**src/rtl/des_pkg.sv**
```systemverilog
// Shared DES constants: permutation tables, S-boxes, FSM encodings and the
// bit-manipulation helpers used by the round engine and its f-function.
package des_pkg;

  localparam int DES_ROUNDS = 16;

  typedef logic [1:0] state_t;
  localparam state_t IDLE  = 2'd0;
  localparam state_t ROUND = 2'd1;
  localparam state_t DONE  = 2'd2;

  // Tables list DES bit numbers (1 = MSB) in output order.
  localparam int IP_TAB [64] = '{
    58, 50, 42, 34, 26, 18, 10, 2,  60, 52, 44, 36, 28, 20, 12, 4,
    62, 54, 46, 38, 30, 22, 14, 6,  64, 56, 48, 40, 32, 24, 16, 8,
    57, 49, 41, 33, 25, 17,  9, 1,  59, 51, 43, 35, 27, 19, 11, 3,
    61, 53, 45, 37, 29, 21, 13, 5,  63, 55, 47, 39, 31, 23, 15, 7};

  localparam int FP_TAB [64] = '{
    40, 8, 48, 16, 56, 24, 64, 32,  39, 7, 47, 15, 55, 23, 63, 31,
    38, 6, 46, 14, 54, 22, 62, 30,  37, 5, 45, 13, 53, 21, 61, 29,
    36, 4, 44, 12, 52, 20, 60, 28,  35, 3, 43, 11, 51, 19, 59, 27,
    34, 2, 42, 10, 50, 18, 58, 26,  33, 1, 41,  9, 49, 17, 57, 25};

  localparam int E_TAB [48] = '{
    32,  1,  2,  3,  4,  5,   4,  5,  6,  7,  8,  9,
     8,  9, 10, 11, 12, 13,  12, 13, 14, 15, 16, 17,
    16, 17, 18, 19, 20, 21,  20, 21, 22, 23, 24, 25,
    24, 25, 26, 27, 28, 29,  28, 29, 30, 31, 32,  1};

  localparam int P_TAB [32] = '{
    16,  7, 20, 21, 29, 12, 28, 17,   1, 15, 23, 26,  5, 18, 31, 10,
     2,  8, 24, 14, 32, 27,  3,  9,  19, 13, 30,  6, 22, 11,  4, 25};

  // Indexed by {b1, b6, b2..b5}: row in the upper two bits, column below.
  localparam int SBOX [8][64] = '{
    '{14, 4,13, 1, 2,15,11, 8, 3,10, 6,12, 5, 9, 0, 7,
       0,15, 7, 4,14, 2,13, 1,10, 6,12,11, 9, 5, 3, 8,
       4, 1,14, 8,13, 6, 2,11,15,12, 9, 7, 3,10, 5, 0,
      15,12, 8, 2, 4, 9, 1, 7, 5,11, 3,14,10, 0, 6,13},
    '{15, 1, 8,14, 6,11, 3, 4, 9, 7, 2,13,12, 0, 5,10,
       3,13, 4, 7,15, 2, 8,14,12, 0, 1,10, 6, 9,11, 5,
       0,14, 7,11,10, 4,13, 1, 5, 8,12, 6, 9, 3, 2,15,
      13, 8,10, 1, 3,15, 4, 2,11, 6, 7,12, 0, 5,14, 9},
    '{10, 0, 9,14, 6, 3,15, 5, 1,13,12, 7,11, 4, 2, 8,
      13, 7, 0, 9, 3, 4, 6,10, 2, 8, 5,14,12,11,15, 1,
      13, 6, 4, 9, 8,15, 3, 0,11, 1, 2,12, 5,10,14, 7,
       1,10,13, 0, 6, 9, 8, 7, 4,15,14, 3,11, 5, 2,12},
    '{ 7,13,14, 3, 0, 6, 9,10, 1, 2, 8, 5,11,12, 4,15,
      13, 8,11, 5, 6,15, 0, 3, 4, 7, 2,12, 1,10,14, 9,
      10, 6, 9, 0,12,11, 7,13,15, 1, 3,14, 5, 2, 8, 4,
       3,15, 0, 6,10, 1,13, 8, 9, 4, 5,11,12, 7, 2,14},
    '{ 2,12, 4, 1, 7,10,11, 6, 8, 5, 3,15,13, 0,14, 9,
      14,11, 2,12, 4, 7,13, 1, 5, 0,15,10, 3, 9, 8, 6,
       4, 2, 1,11,10,13, 7, 8,15, 9,12, 5, 6, 3, 0,14,
      11, 8,12, 7, 1,14, 2,13, 6,15, 0, 9,10, 4, 5, 3},
    '{12, 1,10,15, 9, 2, 6, 8, 0,13, 3, 4,14, 7, 5,11,
      10,15, 4, 2, 7,12, 9, 5, 6, 1,13,14, 0,11, 3, 8,
       9,14,15, 5, 2, 8,12, 3, 7, 0, 4,10, 1,13,11, 6,
       4, 3, 2,12, 9, 5,15,10,11,14, 1, 7, 6, 0, 8,13},
    '{ 4,11, 2,14,15, 0, 8,13, 3,12, 9, 7, 5,10, 6, 1,
      13, 0,11, 7, 4, 9, 1,10,14, 3, 5,12, 2,15, 8, 6,
       1, 4,11,13,12, 3, 7,14,10,15, 6, 8, 0, 5, 9, 2,
       6,11,13, 8, 1, 4,10, 7, 9, 5, 0,15,14, 2, 3,12},
    '{13, 2, 8, 4, 6,15,11, 1,10, 9, 3,14, 5, 0,12, 7,
       1,15,13, 8,10, 3, 7, 4,12, 5, 6,11, 0,14, 9, 2,
       7,11, 4, 1, 9,12,14, 2, 0, 6,10,13,15, 3, 5, 8,
       2, 1,14, 7, 4,10, 8,13,15,12, 9, 0, 3, 5, 6,11}};

  function automatic logic [63:0] des_ip(input logic [63:0] d);
    logic [63:0] o;
    o = '0;
    for (int i = 0; i < 64; i++) o[6'(63 - i)] = d[6'(64 - IP_TAB[6'(i)])];
    return o;
  endfunction

  function automatic logic [63:0] des_fp(input logic [63:0] d);
    logic [63:0] o;
    o = '0;
    for (int i = 0; i < 64; i++) o[6'(63 - i)] = d[6'(64 - FP_TAB[6'(i)])];
    return o;
  endfunction

  function automatic logic [47:0] des_e(input logic [31:0] d);
    logic [47:0] o;
    o = '0;
    for (int i = 0; i < 48; i++) o[6'(47 - i)] = d[5'(32 - E_TAB[6'(i)])];
    return o;
  endfunction

  function automatic logic [31:0] des_p(input logic [31:0] d);
    logic [31:0] o;
    o = '0;
    for (int i = 0; i < 32; i++) o[5'(31 - i)] = d[5'(32 - P_TAB[5'(i)])];
    return o;
  endfunction

  // idx is the 1-based subkey number; K1 lives in the least significant slice.
  function automatic logic [47:0] subkey_sel(input logic [767:0] keys, input logic [4:0] idx);
    logic [47:0] k;
    k = '0;
    for (int j = 0; j < 16; j++) begin
      if (idx == 5'(j + 1)) k = keys[10'(j * 48) +: 48];
    end
    return k;
  endfunction

endpackage

```
**src/rtl/des_round_engine_if.sv**
```systemverilog
// Block/handshake bundle between the key-schedule side, the round engine
// and the downstream consumer.
interface des_round_engine_if;
  import des_pkg::*;

  logic         in_valid;
  logic         in_ready;
  logic         decrypt;
  logic [63:0]  block_in;
  logic [767:0] subkeys;
  logic         out_valid;
  logic         out_ready;
  logic [63:0]  block_out;

  modport master (
    output in_valid, decrypt, block_in, subkeys, out_ready,
    input  in_ready, out_valid, block_out
  );

  modport slave (
    input  in_valid, decrypt, block_in, subkeys, out_ready,
    output in_ready, out_valid, block_out
  );
endinterface

```
**src/rtl/des_f_function.sv**
```systemverilog
// DES round function: expand R, mix in the round key, S-box substitute and
// permute. Purely combinational.
module des_f_function
  import des_pkg::*;
(
  input  logic [31:0] r,
  input  logic [47:0] k,
  output logic [31:0] f
);

  logic [47:0] x;
  logic [31:0] s_out;

  assign x = des_e(r) ^ k;

  for (genvar gi = 0; gi < 8; gi++) begin : g_sbox
    logic [5:0] six;
    assign six = x[47 - 6*gi -: 6];
    // Outer bits pick the row, inner four the column.
    assign s_out[31 - 4*gi -: 4] = 4'(SBOX[gi][{six[5], six[0], six[4:1]}]);
  end

  assign f = des_p(s_out);

endmodule

```
**src/rtl/des_round_engine.sv**
```systemverilog
// Iterative DES engine: one Feistel round per clock, one block in flight,
// valid/ready on both sides. Subkeys come straight from the key schedule.
module des_round_engine
  import des_pkg::*;
#(
  parameter int NUM_ROUNDS = DES_ROUNDS
) (
  input logic                clk,
  input logic                rst,
  des_round_engine_if.slave  bus
);

  if (NUM_ROUNDS != DES_ROUNDS) begin : g_bad_rounds
    $error("des_round_engine: NUM_ROUNDS must be 16");
  end

  state_t      state_reg, state_next;
  logic [3:0]  cnt_reg, cnt_next;
  logic [31:0] l_reg, l_next;
  logic [31:0] r_reg, r_next;
  logic        mode_reg, mode_next;
  logic [63:0] out_reg, out_next;

  logic [4:0]  key_idx;
  logic [47:0] round_key;
  logic [31:0] f_out;
  logic [63:0] ip_block;
  logic        last_round;

  // Decryption walks the same schedule backwards: K16 first.
  assign key_idx    = mode_reg ? (5'd16 - {1'b0, cnt_reg}) : ({1'b0, cnt_reg} + 5'd1);
  assign round_key  = subkey_sel(bus.subkeys, key_idx);
  assign ip_block   = des_ip(bus.block_in);
  assign last_round = (cnt_reg == 4'(NUM_ROUNDS - 1));

  des_f_function u_f (
    .r (r_reg),
    .k (round_key),
    .f (f_out)
  );

  always_comb begin
    state_next = state_reg;
    cnt_next   = cnt_reg;
    l_next     = l_reg;
    r_next     = r_reg;
    mode_next  = mode_reg;
    out_next   = out_reg;
    case (state_reg)
      IDLE: begin
        if (bus.in_valid) begin
          {l_next, r_next} = ip_block;
          mode_next        = bus.decrypt;
          cnt_next         = 4'd0;
          state_next       = ROUND;
        end
      end
      ROUND: begin
        l_next = r_reg;
        r_next = l_reg ^ f_out;
        if (last_round) begin
          // Final swap: output is FP({R16, L16}).
          out_next   = des_fp({l_reg ^ f_out, r_reg});
          cnt_next   = 4'd0;
          state_next = DONE;
        end else begin
          cnt_next = cnt_reg + 4'd1;
        end
      end
      DONE: begin
        if (bus.out_ready) state_next = IDLE;
      end
      default: state_next = IDLE;
    endcase
  end

  always_ff @(posedge clk) begin
    if (rst) begin
      state_reg <= IDLE;
      cnt_reg   <= 4'd0;
      l_reg     <= '0;
      r_reg     <= '0;
      mode_reg  <= 1'b0;
      out_reg   <= '0;
    end else begin
      state_reg <= state_next;
      cnt_reg   <= cnt_next;
      l_reg     <= l_next;
      r_reg     <= r_next;
      mode_reg  <= mode_next;
      out_reg   <= out_next;
    end
  end

  assign bus.in_ready  = (state_reg == IDLE);
  assign bus.out_valid = (state_reg == DONE);
  assign bus.block_out = out_reg;

endmodule
```
**src/flat_wrapper.sv**
```systemverilog
// flat-port wrapper written by rule: the top's interface ports become plain ports
module des_round_engine_flat import des_pkg::*;
#(
  parameter int NUM_ROUNDS = DES_ROUNDS
)
  (clk, rst, bus_in_valid, bus_decrypt, bus_block_in, bus_subkeys, bus_out_ready, bus_in_ready, bus_out_valid, bus_block_out);
  des_round_engine_if bus_i ();
  input logic clk;
  input logic rst;
  input wire logic [$bits(bus_i.in_valid)-1:0] bus_in_valid;
  input wire logic [$bits(bus_i.decrypt)-1:0] bus_decrypt;
  input wire logic [$bits(bus_i.block_in)-1:0] bus_block_in;
  input wire logic [$bits(bus_i.subkeys)-1:0] bus_subkeys;
  input wire logic [$bits(bus_i.out_ready)-1:0] bus_out_ready;
  output wire logic [$bits(bus_i.in_ready)-1:0] bus_in_ready;
  output wire logic [$bits(bus_i.out_valid)-1:0] bus_out_valid;
  output wire logic [$bits(bus_i.block_out)-1:0] bus_block_out;
  assign bus_i.in_valid = bus_in_valid;
  assign bus_i.decrypt = bus_decrypt;
  assign bus_i.block_in = bus_block_in;
  assign bus_i.subkeys = bus_subkeys;
  assign bus_i.out_ready = bus_out_ready;
  assign bus_in_ready = bus_i.in_ready;
  assign bus_out_valid = bus_i.out_valid;
  assign bus_block_out = bus_i.block_out;
  des_round_engine #(.NUM_ROUNDS(NUM_ROUNDS)) u_core (.clk(clk), .rst(rst), .bus(bus_i));
endmodule
```
**config.mk**
```make
export PLATFORM = sky130hd
export DESIGN_NAME = des_round_engine_flat
export DESIGN_NICKNAME = d
export VERILOG_FILES = /design/src/rtl/des_pkg.sv /design/src/rtl/des_round_engine_if.sv /design/src/rtl/des_f_function.sv /design/src/rtl/des_round_engine.sv /design/src/flat_wrapper.sv
export SDC_FILE = /design/constraint.sdc
export NUM_CORES = 1
export LEC_CHECK = 0
export ABC_AREA = 1
export ABC_CLOCK_PERIOD_IN_PS = 1200
export CAP_MARGIN = 20
export CORE_AREA = 3 3 351 353
export CTS_CLUSTER_DIAMETER = 200
export DETAILED_ROUTE_END_ITERATION = 7
export DIE_AREA = 0 0 354 356
export GPL_ROUTABILITY_DRIVEN = 0
export PLACE_DENSITY = 0.3
export SLEW_MARGIN = 20
export SYNTH_ARGS = -nofsm -noshare
export SYNTH_HDL_FRONTEND = slang
export SYNTH_SLANG_ARGS = --single-unit
```
**constraint.sdc**
```tcl
create_clock -name clk -period 1.2 [get_ports clk]
set_clock_uncertainty 0.05 [all_clocks]
set_input_delay 0.18 -clock clk [delete_from_list [all_inputs] [get_ports clk]]
set_output_delay 0.18 -clock clk [all_outputs]
set_load 0.03 [all_outputs]
```
==> run_results.csv <==
group,metric,value,unit
die,ios,903,
finish,stdcell_count,1736,
grt,grt_pass1_vias,291,
sta,timing.final.crit_period,1120,ps
clocking,clock_latency_of_the_later_clocked_register_in_the_worst_skew_pair,230,ps
grt,grt_max_degree,6,
detailed_routing,drt_pass1_iterations,2,
synthesis,fraction_of_the_mapped_netlist_area_in_simple_logic_gates,13.9,%
run_status,outcome,"complete, no violations",
synthesis,syn-instance-count,113,
finish,fin_nets,962,
finish,filler_cell_count,14500,
synthesis,synth.cells.most_frequent,"64 x sky130_fd_sc_hd__buf_4, 15 x sky130_fd_sc_hd__nand2_1, 7 x sky130_fd_sc_hd__nor2_1",
synthesis,multiplexer_share_of_the_synthesized_area,0,%
clocking,tritoncts_clock_tree,"yes",
synthesis,synth-warning-count,0,
worst_setup_path,cp_data_arrival_time,890,ps
synthesis,synthDominantAreaCellType,"sky130_fd_sc_hd__buf_4",
detailed_routing,per_cell_routed_wire_length,0.933,µm
synthesis,syn_area_per_cell,7.00,µm²
power,leakage,0.000414,µW
finish,layout-drive-gt1-share,9.84,%
worst_setup_path,crit_path_max_fanout,4,
detailed_routing,via_per_inst,0.282,
placed_design,dpl.cell_count,1731,
worst_setup_path,worstPathRequired,970,ps
clocking,tritoncts.num_buffers,3,
clocking,cts_resized,0,
sta,number_of_endpoints_with_negative_hold_slack_in_the_final_report,0,
synthesis,seq_area_frac_synth,15.2,%
die,initial_cell_density_of_the_core,0.658,%
grt,grt_pass1_wl,1880,µm
clocking,clkSlewWorstSetupHoldPaths,30,ps
grt,global_route_usage_over_all_layers,0.309,%
synthesis,synth_xor_xnor_area_share,0,%
synthesis,syn_area,791,µm²
grt,grt_antenna_before_repair,2,
detailed_routing,detailedRoute.firstIterationViolations,8,
detailed_routing,route.detailed.drc,0,
synthesis,postSynthRegisterBits,6,
synthesis,synth_async_sr_flop_share,0,%
detailed_routing,postRouteWirelength,1620,µm
sta,rsz_0062_raised_after_global_routing,"no",
die,num_rows,127,
sta,timing.final.setup_violations,0,
synthesis,compound_cell_area_share_of_the_yosys_netlist,5.06,%
finish,largest_register_ffs,4,
placed_design,io_buffer_count,5,
clocking,max-clock-path-buffers,2,
power,power_density,421,nW/µm²
die,die_h,356,µm
synthesis,synth.lib_cells_used.distinct,14,
worst_setup_path,critical-path-top-delay-family,"flip-flops",
sta,drv_slew,0,
synthesis,synth_top_area_share,60.8,%
clocking,total_number_of_h_tree_levels,1,
die,die_width,354,µm
detailed_routing,drt.antenna.violating_nets,0,
finish,multi_input_comb_area,405,µm²
placed_design,placed_cell_area,2620,µm²
clocking,cts_setup_buffers,0,
die,core-area,120000,µm²
worst_setup_path,cpPeakStageDelay,340,ps
sta,achievable-frequency,891,MHz
synthesis,synth-adder-area-share,1.58,%
die,die_area,126000,µm²
worst_setup_path,critical_path.startpoint_type,"flip-flop",
run,maxCapViolations,0,
synthesis,number_of_enable_flip_flop_cells_after_synthesis,0,
detailed_routing,detailroute.via_count,489,
synthesis,largest_family_of_logic_cells_by_synthesized_area,"buffers and inverters",
synthesis,synth_area_leaders,"sky130_fd_sc_hd__buf_4 61%, sky130_fd_sc_hd__dfxtp_1 15%, sky130_fd_sc_hd__nand2_1 7.1%",
synthesis,synthMostInstantiatedCell,"sky130_fd_sc_hd__buf_4",
finish,areaGrowthSynthToFinish,242,%
clocking,clock_sink_count,6,
worst_setup_path,cp_cell_sequence,"inv_2 > nor2_1 > buf_4",
worst_hold_path,class_of_the_tightest_hold_or_removal_check,"flip-flop to flip-flop",
placed_design,dpl.hpwl,1470,µm
sta,setup-tns-final,0,ps
grt,globalRouteOverflowTotal,0,
clocking,postCtsHoldBufs,0,
finish,utilization,2.25,%
worst_setup_path,timing_worst_setup_path_type,"flip-flop to output pin",
finish,finalInstanceArea,2710,µm²
clocking,clk_root_buffer_cell,"sky130_fd_sc_hd__clkbuf_16",
power,vdd.ir_drop.worst,0.000332,V
worst_setup_path,critical_path.n_buffers_inverters,2,
finish,regArea,120,µm²
worst_setup_path,cp_slowest_cell,"sky130_fd_sc_hd__dfxtp_1",
sta,period_utilization,93.5,%
worst_setup_path,crit_path_end_kind,"output pin",
synthesis,dominantRegCellSynth,"sky130_fd_sc_hd__dfxtp_1",
## through the flow
stage	hold WS [ps]	total power [µW]	worst slack (ps)
2_1_floorplan	199	722	8.82
3_3_place_gp	428	608	-50.8
3_5_place_dp	432	605	-26.2
4_1_cts	438	1150	30.8
5_1_grt	465	1190	0.792
6_report	436	1140	77.9
## worst register-to-register path, stage by stage, from the launching register on
cell                      delay, ps
sky130_fd_sc_hd__dfxtp_1        350
sky130_fd_sc_hd__ha_1           200
sky130_fd_sc_hd__nand3_1        120
sky130_fd_sc_hd__nand2_2        110
sky130_fd_sc_hd__nand2_1         50
sky130_fd_sc_hd__nand2_1         50
sky130_fd_sc_hd__nor2_1          40
## logic make-up after synthesis
kind of cell / after synthesis
other: 1
flip-flops: 6
adder cells (fa/ha/maj): 1
AND/OR/NAND/NOR: 27
buffers and inverters: 70
AO/OA/AOI/OAI: 8
## per-layer routing
layer | track usage [%] | share of wire (%) | up-vias
met5 | 0 | 0 | -
met4 | 0.0749 | 0.86 | 0
met3 | 0.916 | 52 | 2
met2 | 0.156 | 20 | 61
met1 | 0.176 | 27 | 185
li1 | - | - | 241
## area by class of cell
type | instances | share of cell area, %
Tap cell | 1612 | 74.5
Multi-Input combinational cell | 100 | 15.0
Sequential cell | 6 | 4.44
Clock buffer | 3 | 2.77
Timing Repair Buffer | 7 | 2.22
Inverter | 6 | 0.878
Antenna cell | 2 | 0.185
## final timing paths
path                             from                end  slack [ps]  cells past startpoint
hold / removal      u_core.cnt_reg[1]  u_core.cnt_reg[1]         440                      2
setup / recovery  u_core.state_reg[1]      bus_out_valid          80                      3
setup reg to reg    u_core.cnt_reg[1]  u_core.cnt_reg[3]         110                      6
hold reg to reg     u_core.cnt_reg[1]  u_core.cnt_reg[1]         440                      2
## cell usage in the layout (no fill, tap or decap), drive strengths merged
master	instances
a21oi	5
buf	4
clkbuf	3
clkdlybuf4s50	3
clkinv	1
conb	64
dfxtp	6
diode	2
ha	1
inv	5
nand2	17
nand3	3
nor2	7
o21ai	3
## power breakdown
part / leakage [µW] / internal (µW) / switching [µW]
clock network: 0.0000370 / 427 / 104
logic: 0.000328 / 47.7 / 335
registers: 0.0000489 / 213 / 12.3
(Power assumes the default switching activity.)
==> patch 1, RTL diff (config.mk and constraints unchanged) <==
`ROUND`: 2'd1 -> 2'd0.
--- a/src/rtl/des_pkg.sv
+++ b/src/rtl/des_pkg.sv
@@ -7,5 +7,5 @@
   typedef logic [1:0] state_t;
   localparam state_t IDLE  = 2'd0;
-  localparam state_t ROUND = 2'd1;
+  localparam state_t ROUND = 2'd0;
   localparam state_t DONE  = 2'd2;
 
Behaviour: not the same (Yosys sat finds a counterexample within 4 cycles, from zero or initial values and one cycle with rst high).
==> patch 1 against the unedited design <==
- sequential share of layout area fell by 4.4 points
- area after synthesis fell by 36%
- first-iteration DRC count fell by 100%
- routed wire length fell by 81%
- sequential cell count fell by 6
- final area fell by 16%
- core utilization fell by 0.37 points
- highest routed layer is now met3
Power is left out: it rests on default switching activity, and per cell area and clock period it moved more than threefold.
==> patch 1: results (changes against the unedited design) <==
metric	value	unit	change
outcome	completed		unchanged
Final #Nets	905		was 962
DRT Pass-1 Iters	1		was 2
DR iter-0 viols	0		was 8
Routed WL	313	µm	was 1620 µm
Vias	197		was 489
post-CTS sizing	0		unchanged
first-pass GRT wire length	138	µm	was 1880 µm
post-synth cell types	2		was 14
# clk buffers	0		was 3
Synth warnings	0		unchanged
sequential area share after synthesis	0	%	was 15.2%
largest net degree at the start of global routing	2		was 6
layout cells sized above 1	0	%	was 9.84%
GRT Total Usage	0.0109	%	was 0.309%
initial antenna violation count	0		was 2
list of most frequent post-synthesis cells	66 x buf_4, 2 x conb_1		was 64 x buf_4, 15 x nand2_1, 7 x nor2_1
port buffer count	0		was 5
Seq cells	0		was 6
Post-CTS Setup Bufs	0		unchanged
vias in the first global route	33		was 291
diodes inserted	0		was 2
top cells by area, synth	buf_4 99%, conb_1 1.5%		was buf_4 61%, dfxtp_1 15%, nand2_1 7.1%
patch 1: kinds of logic (layout without fill, tap and decap cells):
group / after synthesis / count (layout) / synth area share (%)
buf+inv: 66 / 0 / 98.5
other cells: 2 / 66 / 1.49
patch 1: per-layer routing:
layer	wire (µm)	up-vias	GRT usage, %
met2	46	65	0.0352
li1	-	66	-
met4	0	0	0
met1	15	66	0.00309
met5	0	-	0
met3	251	0	0
patch 1: area by class of cell:
type                       count  area [µm²]
fill                       14500      118000
multi-input combinational     66         248
tap                         1612        2020
patch 1: per-stage QoR:
| stage | utilization [%] | std cells | instance area (µm²) |
|---|---|---|---|
| 6_report | 1.89 | 1678 | 2260 |
| 5_1_grt | 1.89 | 1678 | 2260 |
| 4_1_cts | 1.89 | 1678 | 2260 |
| 3_5_place_dp | 1.89 | 1678 | 2260 |
| 3_3_place_gp | 1.89 | 1678 | 2260 |
| 2_1_floorplan | - | 132 | 743 |
==> patch 2, RTL diff (config.mk and constraints unchanged) <==
Without the edit above. Reset style: asynchronous (`rst`), changed in one clocked block.
--- a/src/rtl/des_round_engine.sv
+++ b/src/rtl/des_round_engine.sv
@@ -75,5 +75,5 @@
   end
 
-  always_ff @(posedge clk) begin
+  always_ff @(posedge clk or posedge rst) begin
     if (rst) begin
       state_reg <= IDLE;
Function: not settled (the Yosys comparison gave no result); the edit may change what the design does.
==> patch 2 against the unedited design <==
- sequential cell count did not move
- power rose by 49%
- worst setup slack got worse by 0.067 ns
- die area unchanged
- routed wire length increased by 3.5%
- final area increased by 2.1%
- area after synthesis up 0.16%
- highest routed layer unchanged
==> patch 2: results (changes against the unedited design) <==
metric	value	unit	change
outcome	completed		unchanged
multi-input logic area	404	µm²	was 405 µm²
list of most frequent post-synthesis cells	64 x buf_4, 7 x nand2_1, 6 x dfrtp_1		was 64 x buf_4, 15 x nand2_1, 7 x nor2_1
first-pass GRT wire length	2060	µm	was 1880 µm
post-synth cell types	17		was 14
dpl cell area	2630	µm²	was 2620 µm²
Min-Delay Path Class	primary input to asynchronous set/reset pin		was register to register
CP startpoint	u_core.state_reg[0]		was u_core.state_reg[1]
sequential area share after synthesis	19.0	%	was 15.2%
CP arrival	0.96	ns	was 0.89 ns
GRT Total Usage	0.328	%	was 0.309%
DR WL/cell	0.970	µm	was 0.933 µm
vias in the first global route	318		was 291
Max stage delay on crit path	0.44	ns	was 0.34 ns
largest net degree at the start of global routing	7		was 6
DRT Pass-1 Iters	4		was 2
switch share	43.3	%	was 39.6%
DR iter-0 viols	3		was 8
Slowest-stage cell, CP	dfrtp_2		was dfxtp_1
crit path to	bus_in_ready		was bus_out_valid
layout cells sized above 1	19.5	%	was 9.84%
Leak	0.455	nW	was 0.414 nW
FF-to-FF path depth	4		was 6
DP HPWL	1430	µm	was 1470 µm
FF-to-FF End	u_core.cnt_reg[2]		was u_core.cnt_reg[3]
Final #Nets	953		was 962
Fillers	14400		was 14500
most common flop cell mapped by yosys	dfrtp_1		was dfxtp_1
==> patch 2: cell count changes in the layout (fill, tap and decap cells not counted), moves of 2 or more <==
| cell | delta |
|---|---|
| a21oi_1 | -4 |
| nor2_4 | +2 |
| dfrtp_1 | +5 |
| dfxtp_1 | -6 |
| buf_6 | +2 |
| nand2_1 | -9 |
| nor2_1 | -4 |
==> patch 2: layer usage <==
layer / GRT usage [%] / vias up / part of all wire (%)
li1: - / 209 / -
met1: 0.173 / 182 / 23
met2: 0.211 / 64 / 24
met3: 0.952 / 2 / 52
met4: 0.0499 / 0 / 0.54
met5: 0 / - / 0
==> patch 2: repair_timing <==
action | in CTS | in global routing
gates resized for setup | 4 | 6
buffers inserted | 1 | 1
gates cloned | 0 | 0
setup endpoints to repair | 2 | 3
pin swaps | 0 | 1
==> patch 2: cells by family after synthesis <==
family	count (synthesis)	share of synthesized area, %
other cells	1	0.473
xor+xnor	1	1.11
compound gates	4	2.69
flops	6	19.0
buf+inv	69	63.0
mux	1	1.26
simple gates	18	10.9
fa+ha+maj	1	1.58
==> patch 2: power groups by stage <==
stage	clock network [mW]	registers (mW)	logic, mW
floorplan	0	0.360	0.722
global placement	0	0.370	0.712
detailed placement	0	0.372	0.702
CTS	0.546	0.382	0.717
global route	0.560	0.411	0.843
finish	0.537	0.397	0.760
==> patch 2: layout make-up <==
type	count	area share (%)
Antenna cell	3	0.272
Clock buffer	3	2.72
Inverter	5	0.679
Multi-Input combinational cell	89	14.6
Sequential cell	6	5.48
Tap cell	1612	73.0
Timing Repair Buffer	10	3.26
==> patch 2: through the flow <==
stage                     setup WS [ns]  instances
after detailed placement        0.00683       1720
after global placement          -0.0144       1720
after floorplan                  0.0218        164
final                            0.0109       1728
after CTS                       0.00261       1724
after global routing            -0.0312       1727
